--- src/rtl/eg2000_pkg.sv ---
// Shared EG2000 keyboard-port definitions: PS/2 transmitter states and the
// timing constants derived from the 35.468 MHz system clock.
package eg2000_pkg;

    localparam int unsigned CLK_HZ          = 35468000;
    // Rounded up so the clock line is held low for at least 100 us.
    localparam int unsigned PS2_INHIBIT_CYC = (CLK_HZ + 9999) / 10000;
    localparam int unsigned PS2_TIMEOUT_CYC = (CLK_HZ / 1000) * 15;
    localparam int unsigned PS2_FILTER_CYC  = 8;

    typedef enum logic [2:0] {
        S_IDLE,
        S_INHIBIT,
        S_REQ,
        S_SHIFT,
        S_WAITIDLE,
        S_DONE,
        S_ERR
    } ps2tx_state_t;

    function automatic logic odd_parity(input logic [7:0] d);
        return ~^d;
    endfunction

endpackage

--- src/rtl/ps2_line_filter.sv ---
// Two-flop synchroniser plus level filter for one PS/2 pin; a new level is
// accepted only after FILTER consecutive samples disagree with the current one.
module ps2_line_filter #(
    parameter int unsigned FILTER = 8
) (
    input  logic clock,
    input  logic reset,
    input  logic pin,
    output logic level,
    output logic fall
);

    localparam int unsigned CW = $clog2(FILTER + 1);

    logic          sync1;
    logic          sync2;
    logic [CW-1:0] cnt;
    logic          accept;

    assign accept = (sync2 != level) && (cnt == CW'(FILTER - 1));

    // Idle PS/2 lines float high, so everything resets to 1.
    always_ff @(posedge clock) begin
        if (reset) begin
            sync1 <= 1'b1;
            sync2 <= 1'b1;
            level <= 1'b1;
            cnt   <= '0;
            fall  <= 1'b0;
        end else begin
            sync1 <= pin;
            sync2 <= sync1;
            fall  <= accept && level;
            if (sync2 == level || accept)
                cnt <= '0;
            else
                cnt <= cnt + 1'b1;
            if (accept)
                level <= sync2;
        end
    end

endmodule

--- src/rtl/ps2_host_tx.sv ---
// Host-to-device PS/2 transmitter: inhibit, request-to-send, 11-clock frame
// with device acknowledge, open-drain line control and done/error reporting.
module ps2_host_tx
    import eg2000_pkg::*;
#(
    parameter int unsigned INHIBIT = PS2_INHIBIT_CYC,
    parameter int unsigned TIMEOUT = PS2_TIMEOUT_CYC,
    parameter int unsigned FILTER  = PS2_FILTER_CYC
) (
    input  logic         clock,
    input  logic         reset,
    input  logic         start,
    input  logic [7:0]   data,
    output logic         busy,
    output logic         done,
    output logic         error,
    input  logic         ps2ClkIn,
    input  logic         ps2DatIn,
    output logic         ps2ClkOe,
    output logic         ps2DatOe,
    output ps2tx_state_t state_dbg
);

    // Handshake: start is a one-cycle request honoured only while busy is low;
    // busy rises the next cycle and falls in the cycle done or error pulses.

    ps2tx_state_t state, next_state;
    logic [19:0]  inh_cnt;
    logic [19:0]  to_cnt;
    logic [3:0]   bit_cnt;
    logic [7:0]   byte_q;
    logic         par_q;
    logic         dat_q;
    logic         clk_level, clk_fall;
    logic         dat_level, dat_fall_unused;
    logic         inh_last, timed_out, line_owned;

    ps2_line_filter #(.FILTER(FILTER)) u_clk_filter (
        .clock (clock),
        .reset (reset),
        .pin   (ps2ClkIn),
        .level (clk_level),
        .fall  (clk_fall)
    );

    ps2_line_filter #(.FILTER(1)) u_dat_filter (
        .clock (clock),
        .reset (reset),
        .pin   (ps2DatIn),
        .level (dat_level),
        .fall  (dat_fall_unused)
    );

    assign inh_last   = (inh_cnt == 20'(INHIBIT - 1));
    assign timed_out  = (to_cnt == 20'(TIMEOUT - 1));
    assign line_owned = (state == S_REQ) || (state == S_SHIFT) || (state == S_WAITIDLE);
    assign state_dbg  = state;

    always_ff @(posedge clock) begin
        if (reset) begin
            state   <= S_IDLE;
            inh_cnt <= '0;
            to_cnt  <= '0;
            bit_cnt <= '0;
            byte_q  <= '0;
            par_q   <= 1'b0;
            dat_q   <= 1'b0;
        end else begin
            state <= next_state;
            case (state)
                S_IDLE: begin
                    inh_cnt <= '0;
                    bit_cnt <= '0;
                    dat_q   <= 1'b0;
                    if (start) begin
                        byte_q <= data;
                        par_q  <= odd_parity(data);
                    end
                end
                S_INHIBIT: begin
                    to_cnt <= '0;
                    if (inh_last)
                        dat_q <= 1'b1;
                    else
                        inh_cnt <= inh_cnt + 20'd1;
                end
                S_REQ: begin
                    bit_cnt <= '0;
                    if (!timed_out) to_cnt <= to_cnt + 20'd1;
                end
                S_SHIFT: begin
                    if (!timed_out) to_cnt <= to_cnt + 20'd1;
                    // bit_cnt holds the falls already seen; this fall is bit_cnt+1.
                    if (clk_fall && bit_cnt != 4'd11) begin
                        bit_cnt <= bit_cnt + 4'd1;
                        if (bit_cnt < 4'd8)
                            dat_q <= ~byte_q[bit_cnt[2:0]];
                        else if (bit_cnt == 4'd8)
                            dat_q <= ~par_q;
                        else
                            dat_q <= 1'b0;
                    end
                end
                S_WAITIDLE: begin
                    if (!timed_out) to_cnt <= to_cnt + 20'd1;
                end
                default: begin
                    dat_q   <= 1'b0;
                    bit_cnt <= '0;
                    to_cnt  <= '0;
                end
            endcase
        end
    end

    always_comb begin
        next_state = state;
        case (state)
            S_IDLE:     if (start) next_state = S_INHIBIT;
            S_INHIBIT:  if (inh_last) next_state = S_REQ;
            S_REQ:      next_state = S_SHIFT;
            S_SHIFT:    if (clk_fall && bit_cnt == 4'd10)
                            next_state = dat_level ? S_ERR : S_WAITIDLE;
            S_WAITIDLE: if (clk_level && dat_level) next_state = S_DONE;
            default:    next_state = S_IDLE;
        endcase
        if (line_owned && timed_out)
            next_state = S_ERR;
    end

    always_comb begin
        busy     = (state == S_INHIBIT) || line_owned;
        done     = (state == S_DONE);
        error    = (state == S_ERR);
        ps2ClkOe = (state == S_INHIBIT);
        ps2DatOe = ((state == S_INHIBIT) && inh_last) || (line_owned && dat_q);
    end

endmodule

--- config.mk ---
export PLATFORM = sky130hd
export DESIGN_NAME = ps2_host_tx
export DESIGN_NICKNAME = d
export VERILOG_FILES = /design/src/rtl/eg2000_pkg.sv /design/src/rtl/ps2_line_filter.sv /design/src/rtl/ps2_host_tx.sv
export SDC_FILE = /design/constraint.sdc
export NUM_CORES = 1
export LEC_CHECK = 0
export CAP_MARGIN = 20
export CORE_MARGIN = 2
export CORE_UTILIZATION = 56
export CTS_CLUSTER_SIZE = 14
export DETAILED_ROUTE_END_ITERATION = 8
export PLACE_DENSITY = 0.76
export SYNTH_ARGS = -nofsm -noshare
export SYNTH_HDL_FRONTEND = slang
export SYNTH_SLANG_ARGS = --single-unit
--- constraint.sdc ---
create_clock -name clock -period 2.4 [get_ports clock]
set_input_delay 0.48 -clock clock [delete_from_list [all_inputs] [get_ports clock]]
set_output_delay 0.48 -clock clock [all_outputs]
set_load 0.02 [all_outputs]
Word level (Yosys, flattened, before mapping)

Cells that the tools add are included.

Flip-flop bits (word level): 69
Latch bits: 0
RAM bits: 0
ROM bits: 0
Bits of input ports: 13
Output and inout bits: 8
Word-level logic and storage cells: 108
Memories kept: 0

Add/sub/neg operators: 5
Multipliers: 0
Divide/modulo/power cells: 0
Magnitude comparators: 2
Equal/unequal tests: 27
Shift operators: 0
Multiplexer cells: 20
Bitwise logic cells: 6
Reductions and logical operators: 31

Operator list:

| operator                                                                 | count |
|---|---|
| 20-bit one-hot mux with 2 select lines                                   | 2 |
| 20-bit by 1-bit adder with 20-bit output (second input constant)         | 2 |
| 20-bit two-way mux                                                       | 2 |
| 20-bit by 12-bit equality test with 1-bit output (second input constant) | 1 |
| 20-bit equality test (second input constant)                             | 1 |
| 3-bit two-way mux                                                        | 5 |
| 3-bit one-hot mux with 5 select lines                                    | 1 |
| 2-bit OR reduction                                                       | 5 |
| 3-bit equality test (second input constant)                              | 3 |
| 1-bit logical AND                                                        | 9 |
| 3-bit by 1-bit != test with 1-bit output (second input constant)         | 3 |
| 4-bit by 1-bit adder with 4-bit output (second input constant)           | 2 |
| 4-bit equality test (second input constant)                              | 2 |
| 2-bit by 1-bit != test with 1-bit output (second input constant)         | 4 |
| 4-bit one-hot mux with 2 select lines                                    | 1 |
| 2-bit AND reduction                                                      | 4 |
| 4-bit AND reduction                                                      | 2 |
| 8-bit XNOR reduction                                                     | 1 |
| 3-bit by 2-bit equality test with 1-bit output (second input constant)   | 2 |
| 1-bit logical OR                                                         | 6 |
| 2-bit != test (second input constant)                                    | 3 |
| 1-bit inverter                                                           | 6 |
| 1-bit two-way mux                                                        | 5 |
| 4-bit by 3-bit equality test with 1-bit output (second input constant)   | 1 |
| other kinds (16)                                                         | 18 |

Logic depth before layout (Yosys ltp)

Gate-level depths: netlist of the first run.

Depth in word-level cells: 6
Mapped depth: 7
Depth with buffers taken out: 7

By module

A second synthesis of the first run with hierarchy kept.

Cell total of the unflattened synthesis: 399
Area, all modules: 3363.2 um^2

Modules (own cells, without submodules):

| module                         | instances | cells an instance | area each (um^2) | seq. area each (um^2) |
|---|---|---|---|---|
| ps2_host_tx                    | 1         | 361               | 2939.1           | 1141.1 |
| ps2_line_filter (u_clk_filter) | 1         | 27                | 284.0            | 160.2 |
| ps2_line_filter (u_dat_filter) | 1         | 11                | 140.1            | 100.1 |

Least setup slack after synthesis of the first run

OpenSTA, ideal clock, no wires.

Path kind: reg-to-output
From: register state[1] (netlist: state_dbg[1])
To: output port ps2DatOe
Arrival: 1.576 ns
Required time: 1.920 ns
Path slack: 0.344 ns
Cell stages (with the launch flop): 5
Path through: dfxtp_1 > buf_2 > nor3b_2 > a21oi_1 > o21ai_0

Word-level cells in the longest chain between the ends: 5

RTL lines:

| element                                        | line               | text |
|---|---|---|
| start: declaration                             | ps2_host_tx.sv:27  | `ps2tx_state_t state, next_state;` |
| start signal: assignment                       | ps2_host_tx.sv:69  | `state <= next_state;` |
| 3-bit by 2-bit equality test with 1-bit output | ps2_host_tx.sv:56  | `assign line_owned = (state == S_REQ) \|\| (state == S_SHIFT) \|\| (state == S_WAITIDLE);` |
| 1-bit logical OR (2 in series)                 | ps2_host_tx.sv:56  |  |
| 1-bit logical AND                              | ps2_host_tx.sv:136 | `ps2DatOe = ((state == S_INHIBIT) && inh_last) \|\| (line_owned && dat_q);` |
| 1-bit logical OR (*)                           | ps2_host_tx.sv:136 |  |
| end: declaration                               | ps2_host_tx.sv:20  | `output logic ps2DatOe,` |

Every way passes the cells marked *; elsewhere a longest branch is shown, timed or not.

Worst setup path in the final report of the first run

From: register state[2] (netlist: state_dbg[2])
To: output port ps2ClkOe

Word-level cells in the longest chain between the ends: 1

RTL lines:

| element                                        | line               | text |
|---|---|---|
| 3-bit by 1-bit equality test with 1-bit output | ps2_host_tx.sv:135 | `ps2ClkOe = (state == S_INHIBIT);` |
| end: declaration                               | ps2_host_tx.sv:19  | `output logic ps2ClkOe,` |

No other way between the ends.

==> metrics.md, run 1 <==
| Metric | Value |
|---|---|
| Reg-to-Reg Start | state_dbg[0] |
| First-pass GRT wire length | 11500 µm |
| Slew Limit Fails | 0 |
| Via count | 2765 |
| Most common cell after layout, fill and taps aside | dfxtp_1 |
| Worst R2R Setup Slack | 420 ps |
| WL per Instance | 13.1 µm |
| Worst path required time | 1920 ps |
| Setup CP Type | reg -> out |
| Initial antenna violation count | 0 |
| I/O pin cnt | 21 |
| Worst reg2reg path endpoint | inh_cnt[3] |
| CP Cell Sequence | nand2b_1 -> nor2_1 -> clkdlybuf4s50_1 |
| Crit-path slowest cell | clkdlybuf4s50_1 |
| Final wirelength | 6690 µm |
| Reg clk slew, reported paths | 80 ps |
| CTS tree | built |
| Max Freq | 450 MHz |
| Initial Util | 0.575 |
| FILL cells | 468 |
| Clk root buf | clkbuf_8 |
| Largest family of logic cells by synthesized area | simple AND/OR/NAND/NOR gates |
| Core Area | 5850 µm² |
| Final hold vios | 0 |
| # Max-Cap Violations | 0 |
| Die Area | 6640 µm² |
| Vias in the first global route | 2635 |
| Die height | 81.5 µm |
| GRT Resource Usage Total | 0.225 |
| PD cells | 684 nW/µm² |
| Post-synthesis cell type count | 50 |
| Bufs and invs on worst path | 1 |
| Min-delay src | u_clk_filter.sync1 |
| Commonest non-fill, non-tap cells in the layout | dfxtp_1, nor2_1, nand2_1 |
| Flip-flop and latch area | 1380 µm² |
| Setup TNS | 0 ps |
| Layout Skew | 8.74 ps |
| Post-layout min period | 2220 ps |
| Die width | 81.5 µm |
| Xor/xnor cell area share of the yosys netlist | 0.109 |
| Post-DP HPWL | 4820 µm |
| H-tree depth | 3 |
| Ys Warns | 0 |
| Lkg Pwr | 0.00137 µW |
| Synth Register Bits | 69 |
| Avg Cell Area, Syn | 8.45 µm² |
| Fraction of layout cells with a size suffix above 1 | 0.106 |
| Reg2Reg Depth | 5 |
| Total gr overflow | 0 |
| Worst hold path depth | 1 |
| Hold-fix buffers, CTS | 0 |
| TritonCTS Sinks | 69 |
| Largest net degree at the start of global routing | 18 |
| Simple-gate area share of the yosys netlist | 0.307 |
| DR iter-0 viols | 110 |
| Crit-path max FO | 7 |
| Min-Delay Path Class | reg -> reg |
| Syn Nets | 418 |
| Kind of end point of the critical path | output port |
| Startpoint types | flip-flop |
| Row cnt | 28 |
| Synth Area in Compound Gates | 0.0859 |
| Worst hold endpoint | u_clk_filter.sync2 |
| Outcome | finished, final reports clean |
| Peak supply drop | 0.000463 V |
| # DRC | 0 |
| Setup-failing EPs final | 0 |
| Multiplexer share of the synthesized area | 0.0286 |
| Port bufs | 20 |
| Synth Flop Type | dfxtp_1 |
| Post-synth EDFFs | 0 |
| Delay-heaviest family, CP | buffers and inverters |
| Post-route insts no fill | 509 |
| Final period utilization | 0.925 |
| Post-placement cell count | 493 |
| Crit path DAT | 1740 ps |
| Nets | 449 |
| RSZ-0062 raised after global routing | false |
| Drt first pass iters | 4 |
| CTS Buffer Depth | 2 |
| Area growth, synth to finish | 16.1% |
| Crit-path max cell delay | 660 ps |
| # diodes | 0 |
| Post-synthesis adder-cell area fraction | 0.0260 |
| Final RePlAce weighted congestion | 0.862 |
| Post-synthesis async set-or-reset flop share | 0 |
| Clk_lat worst skew | 350 ps |
| Synth Cell Area | 3360 µm² |
| Seq/Total Area, Yosys | 0.411 |
| Post-Synthesis Cells | 398 |
| Multi-input gate area | 1880 µm² |
| Vias/cell | 5.43 |
| CTS Buf Count | 9 |
| Remaining antenna violation count | 0 |
[synthesized netlist by cell type (all sizes together) (7+ instances only)]
master  count  area, µm²
dfxtp      69       1380
o21ai      10       53.8
a21oi      17       85.1
nor4        9       56.3
nand2      45        169
clkbuf      9       33.8
xnor2      32        280
xor2       10       87.6
or3         7       43.8
inv        13       48.8
nand3      17       85.1
nor3       14       70.1
ha          7       87.6
nand4      11       75.1
nor2       58        218
[worst reg2reg max path, delay by kind of cell (launching register included)]
kind                   cells  cell delay [ps]
AND/OR/NAND/NOR            4             1360
buffers and inverters      1              210
flip-flops                 1              360
[per-stage QoR]
step,worst slack [ps],util,power [µW],hold slack (ps),cell area (µm²)
detailed placement,166,0.633,1750,409,3700
CTS,14.7,0.667,2690,429,3900
floorplan,344,-,1570,389,3360
finish,179,0.667,2670,423,3910
global placement,171,0.633,1740,392,3700
global route,31.3,0.667,2800,433,3910
[worst max path at each step]
stage	start	slack [ps]	cells past startpoint	end
finish	state_dbg[2]	180	3	ps2ClkOe
global route	inh_cnt[0]	30	8	ps2DatOe
CTS	state_dbg[1]	10	3	busy
detailed placement	inh_cnt[0]	170	8	ps2DatOe
global placement	inh_cnt[0]	170	8	ps2DatOe
floorplan	state_dbg[1]	340	4	ps2DatOe
[cell type report]
type | instances | area share
well taps | 75 | 0.0240
inverters | 14 | 0.0135
repair buffers | 33 | 0.0763
clock buffers | 9 | 0.0317
multi-input cells | 302 | 0.481
clock inverters | 7 | 0.0192
flip-flops and latches | 69 | 0.354
[per-layer routing]
layer | vias to the layer above | part of all wire | GRT usage
met2 | 34 | 0.49 | 0.373
met1 | 1274 | 0.47 | 0.280
li1 | 1443 | - | -
met3 | 14 | 0.025 | 0.0670
met5 | - | 0 | 0
met4 | 0 | 0.019 | 0.0763
[power breakdown]
group | internal, µW | switching, µW | total [µW]
Clock | 482 | 467 | 949
Sequential | 1190 | 45.5 | 1240
Combinational | 199 | 290 | 488
Total | 1870 | 802 | 2670
[repair_timing]
action,CTS,global route
gates resized for setup,1,7
setup endpoints to repair,1,4
setup buffers,0,0
[state kept, by name (all words and copies together) (netlist names)]
register,flops
bit_cnt,4
u_dat_filter.sync1,1
u_clk_filter.cnt,4
u_dat_filter.cnt,1
u_clk_filter.fall,1
inh_cnt,20
dat_q,1
state_dbg,3
u_clk_filter.level,1
par_q,1
byte_q,8
u_dat_filter.level,1
u_dat_filter.sync2,1
u_clk_filter.sync2,1
to_cnt,20
u_clk_filter.sync1,1
[cell families after synthesis]
kind of cell / Yosys count
buffers and inverters: 27
and+or+nand+nor: 200
xor gates and xnor gates: 42
other: 1
adders and majority gates: 7
DFF: 69
AOI/OAI and AO/OA: 45
muxes: 7
Note: power is estimated with default switching activity, not from simulation.
==> run 2: changes to the inputs <==
--- a/config.mk
+++ b/config.mk
@@ -5,9 +5,10 @@
 export SDC_FILE = /design/constraint.sdc
 export NUM_CORES = 1
 export LEC_CHECK = 0
-export CAP_MARGIN = 20
+export CAP_MARGIN = 5
 export CORE_MARGIN = 2
 export CORE_UTILIZATION = 56
+export CTS_BUF_LIST = sky130_fd_sc_hd__clkbuf_4 sky130_fd_sc_hd__clkbuf_8
 export CTS_CLUSTER_SIZE = 14
 export DETAILED_ROUTE_END_ITERATION = 8
 export PLACE_DENSITY = 0.76
==> constraint.sdc (replaced) <==
create_clock -name clock -period 2.1 [get_ports clock]
set_input_delay 0.42 -clock clock [delete_from_list [all_inputs] [get_ports clock]]
set_output_delay 0.42 -clock clock [all_outputs]
set_load 0.02 [all_outputs]
==> metrics.md, run 2 (synthesized netlist as in run 1, its figures left out) <==
| Metric | Value |
|---|---|
| Outcome | finished, final reports clean |
| Crit-path max FO | 6 |
| GRT Resource Usage Total | 0.239 |
| CTS tree | built |
| RSZ-0062 raised after global routing | true |
| Flop pwr share | 0.395 |
| Hold-fix buffers, CTS | 0 |
| Placed cell area | 3820 µm² |
| Worst hold path depth | 1 |
| # DRC | 0 |
| Worst path required time | 1680 ps |
| Fin util | 0.705 |
| Via count | 2901 |
| Lkg Pwr | 0.00148 µW |
| Clk_lat worst skew | 350 ps |
| Final instance area | 4130 µm² |
| CP Cell Sequence | nor4b_4 -> nand4_2 -> nor2_1 -> nand2_1 -> o21ai_1 -> buf_4 |
| DR iter-0 viols | 131 |
| Die width | 81.5 µm |
| Remaining antenna violation count | 0 |
| Pint | 2660 µW |
| WL per Instance | 13.6 µm |
| Slew Limit Fails | 0 |
| # Max-Cap Violations | 0 |
| Fraction of layout cells with a size suffix above 1 | 0.145 |
| Peak supply drop | 0.000575 V |
| Vias/cell | 5.54 |
| Row cnt | 28 |
| Final period utilization | 0.961 |
| Largest net degree at the start of global routing | 24 |
| Switch Pwr | 909 µW |
| Setup Buffers After CTS | 0 |
| Reg2Reg Depth | 6 |
| Nets | 464 |
| CP Launch Point | inh_cnt[14] |
| Final hold vios | 0 |
| Crit path DAT | 1600 ps |
| Reg clk slew, reported paths | 70 ps |
| Area growth, synth to finish | 22.6% |
| PD cells | 864 nW/µm² |
| Commonest non-fill, non-tap cells in the layout | dfxtp_1, nor2_1, nand2_1 |
| Max Freq | 495 MHz |
| Layout Skew | 13.7 ps |
| Levels on crit path | 6 |
| Crit-path max cell delay | 390 ps |
| Clock power share | 0.438 |
| FILL cells | 458 |
| First-pass GRT wire length | 12200 µm |
| Setup-failing EPs final | 0 |
| Worst R2R Setup Slack | 180 ps |
| # diodes | 0 |
| I/O pin cnt | 21 |
| Setup CP Type | reg -> out |
| Vias in the first global route | 2717 |
| Core Area | 5850 µm² |
| Post-layout min period | 2020 ps |
| Post-route insts no fill | 524 |
| CTS Buf Count | 9 |
| TritonCTS Sinks | 69 |
| Min-Delay Path Class | reg -> reg |
| H-tree depth | 3 |
| Crit-path slowest cell | dfxtp_1 |
| Port bufs | 20 |
| Bufs and invs on worst path | 1 |
| CTS Buffer Depth | 2 |
| Initial antenna violation count | 0 |
| Clk root buf | clkbuf_8 |
| Startpoint types | flip-flop |
| Die height | 81.5 µm |
| Combinational share of power | 0.167 |
| Initial Util | 0.575 |
| Reg-to-Reg Start | inh_cnt[14] |
| Post-DP HPWL | 5090 µm |
| Delay-heaviest family, CP | simple AND/OR/NAND/NOR gates |
| Final wirelength | 7120 µm |
| Die Area | 6640 µm² |
| Sw Ratio | 0.255 |
| Worst reg2reg path endpoint | state_dbg[1] |
| Worst hold slack | 411 ps |
| Final RePlAce weighted congestion | 0.800 |
| Total gr overflow | 0 |
| Biggest regs | inh_cnt x20, to_cnt x20, byte_q x8 |
| Critical Path End | ps2DatOe |
| Drt first pass iters | 4 |
| Kind of end point of the critical path | output port |
| Most common cell after layout, fill and taps aside | dfxtp_1 |
| Post-placement cell count | 508 |
-- run 2: worst min-delay path by stage --
stage / slack (ps) / startpoint / end
6_report: 410 / u_clk_filter.sync1 / u_clk_filter.sync2
4_1_cts: 410 / u_clk_filter.sync1 / u_clk_filter.sync2
5_1_grt: 420 / u_clk_filter.sync1 / u_clk_filter.sync2
3_3_place_gp: 390 / u_dat_filter.sync1 / u_dat_filter.sync2
2_1_floorplan: 390 / u_clk_filter.sync1 / u_clk_filter.sync2
3_5_place_dp: 390 / u_clk_filter.sync1 / u_clk_filter.sync2
-- run 2: cell type report --
class                           count  area (µm²)  share of cell area
Clock buffer                       10         131              0.0318
Clock inverter                      6         159              0.0385
Inverter                           14        52.6              0.0127
Multi-Input combinational cell    302        1900               0.460
Sequential cell                    69        1390               0.336
Tap cell                           75        93.8              0.0227
Timing Repair Buffer               48         403              0.0977
-- run 2: per-layer routing --
layer | GRT usage | part of all wire | wire length (µm)
met5 | 0 | 0 | 0
met4 | 0.0983 | 0.021 | 148
met3 | 0.0637 | 0.031 | 223
met2 | 0.400 | 0.50 | 3580
met1 | 0.292 | 0.45 | 3180
-- run 2: timing repair --
action / CTS / global route
pin swaps: 0 / 3
setup endpoints to repair: 5 / 2
gates resized for setup: 8 / 11
-- run 2: per-stage QoR --
stage / power, µW / setup slack, ps / TNS, ps
2_1_floorplan: 1800 / 104 / 0
3_3_place_gp: 2020 / -45.0 / -45.0
3_5_place_dp: 2030 / -67.5 / -67.5
4_1_cts: 3580 / -165 / -165
5_1_grt: 3720 / -60.0 / -60.0
6_report: 3570 / 81.6 / 0
-- run 2: power groups by stage --
stage / Clock, µW / Sequential [µW] / Combinational (µW)
floorplan: 0 / 1430 / 369
global placement: 0 / 1430 / 588
detailed placement: 0 / 1430 / 601
CTS: 1580 / 1410 / 594
global route: 1640 / 1420 / 662
finish: 1560 / 1410 / 594
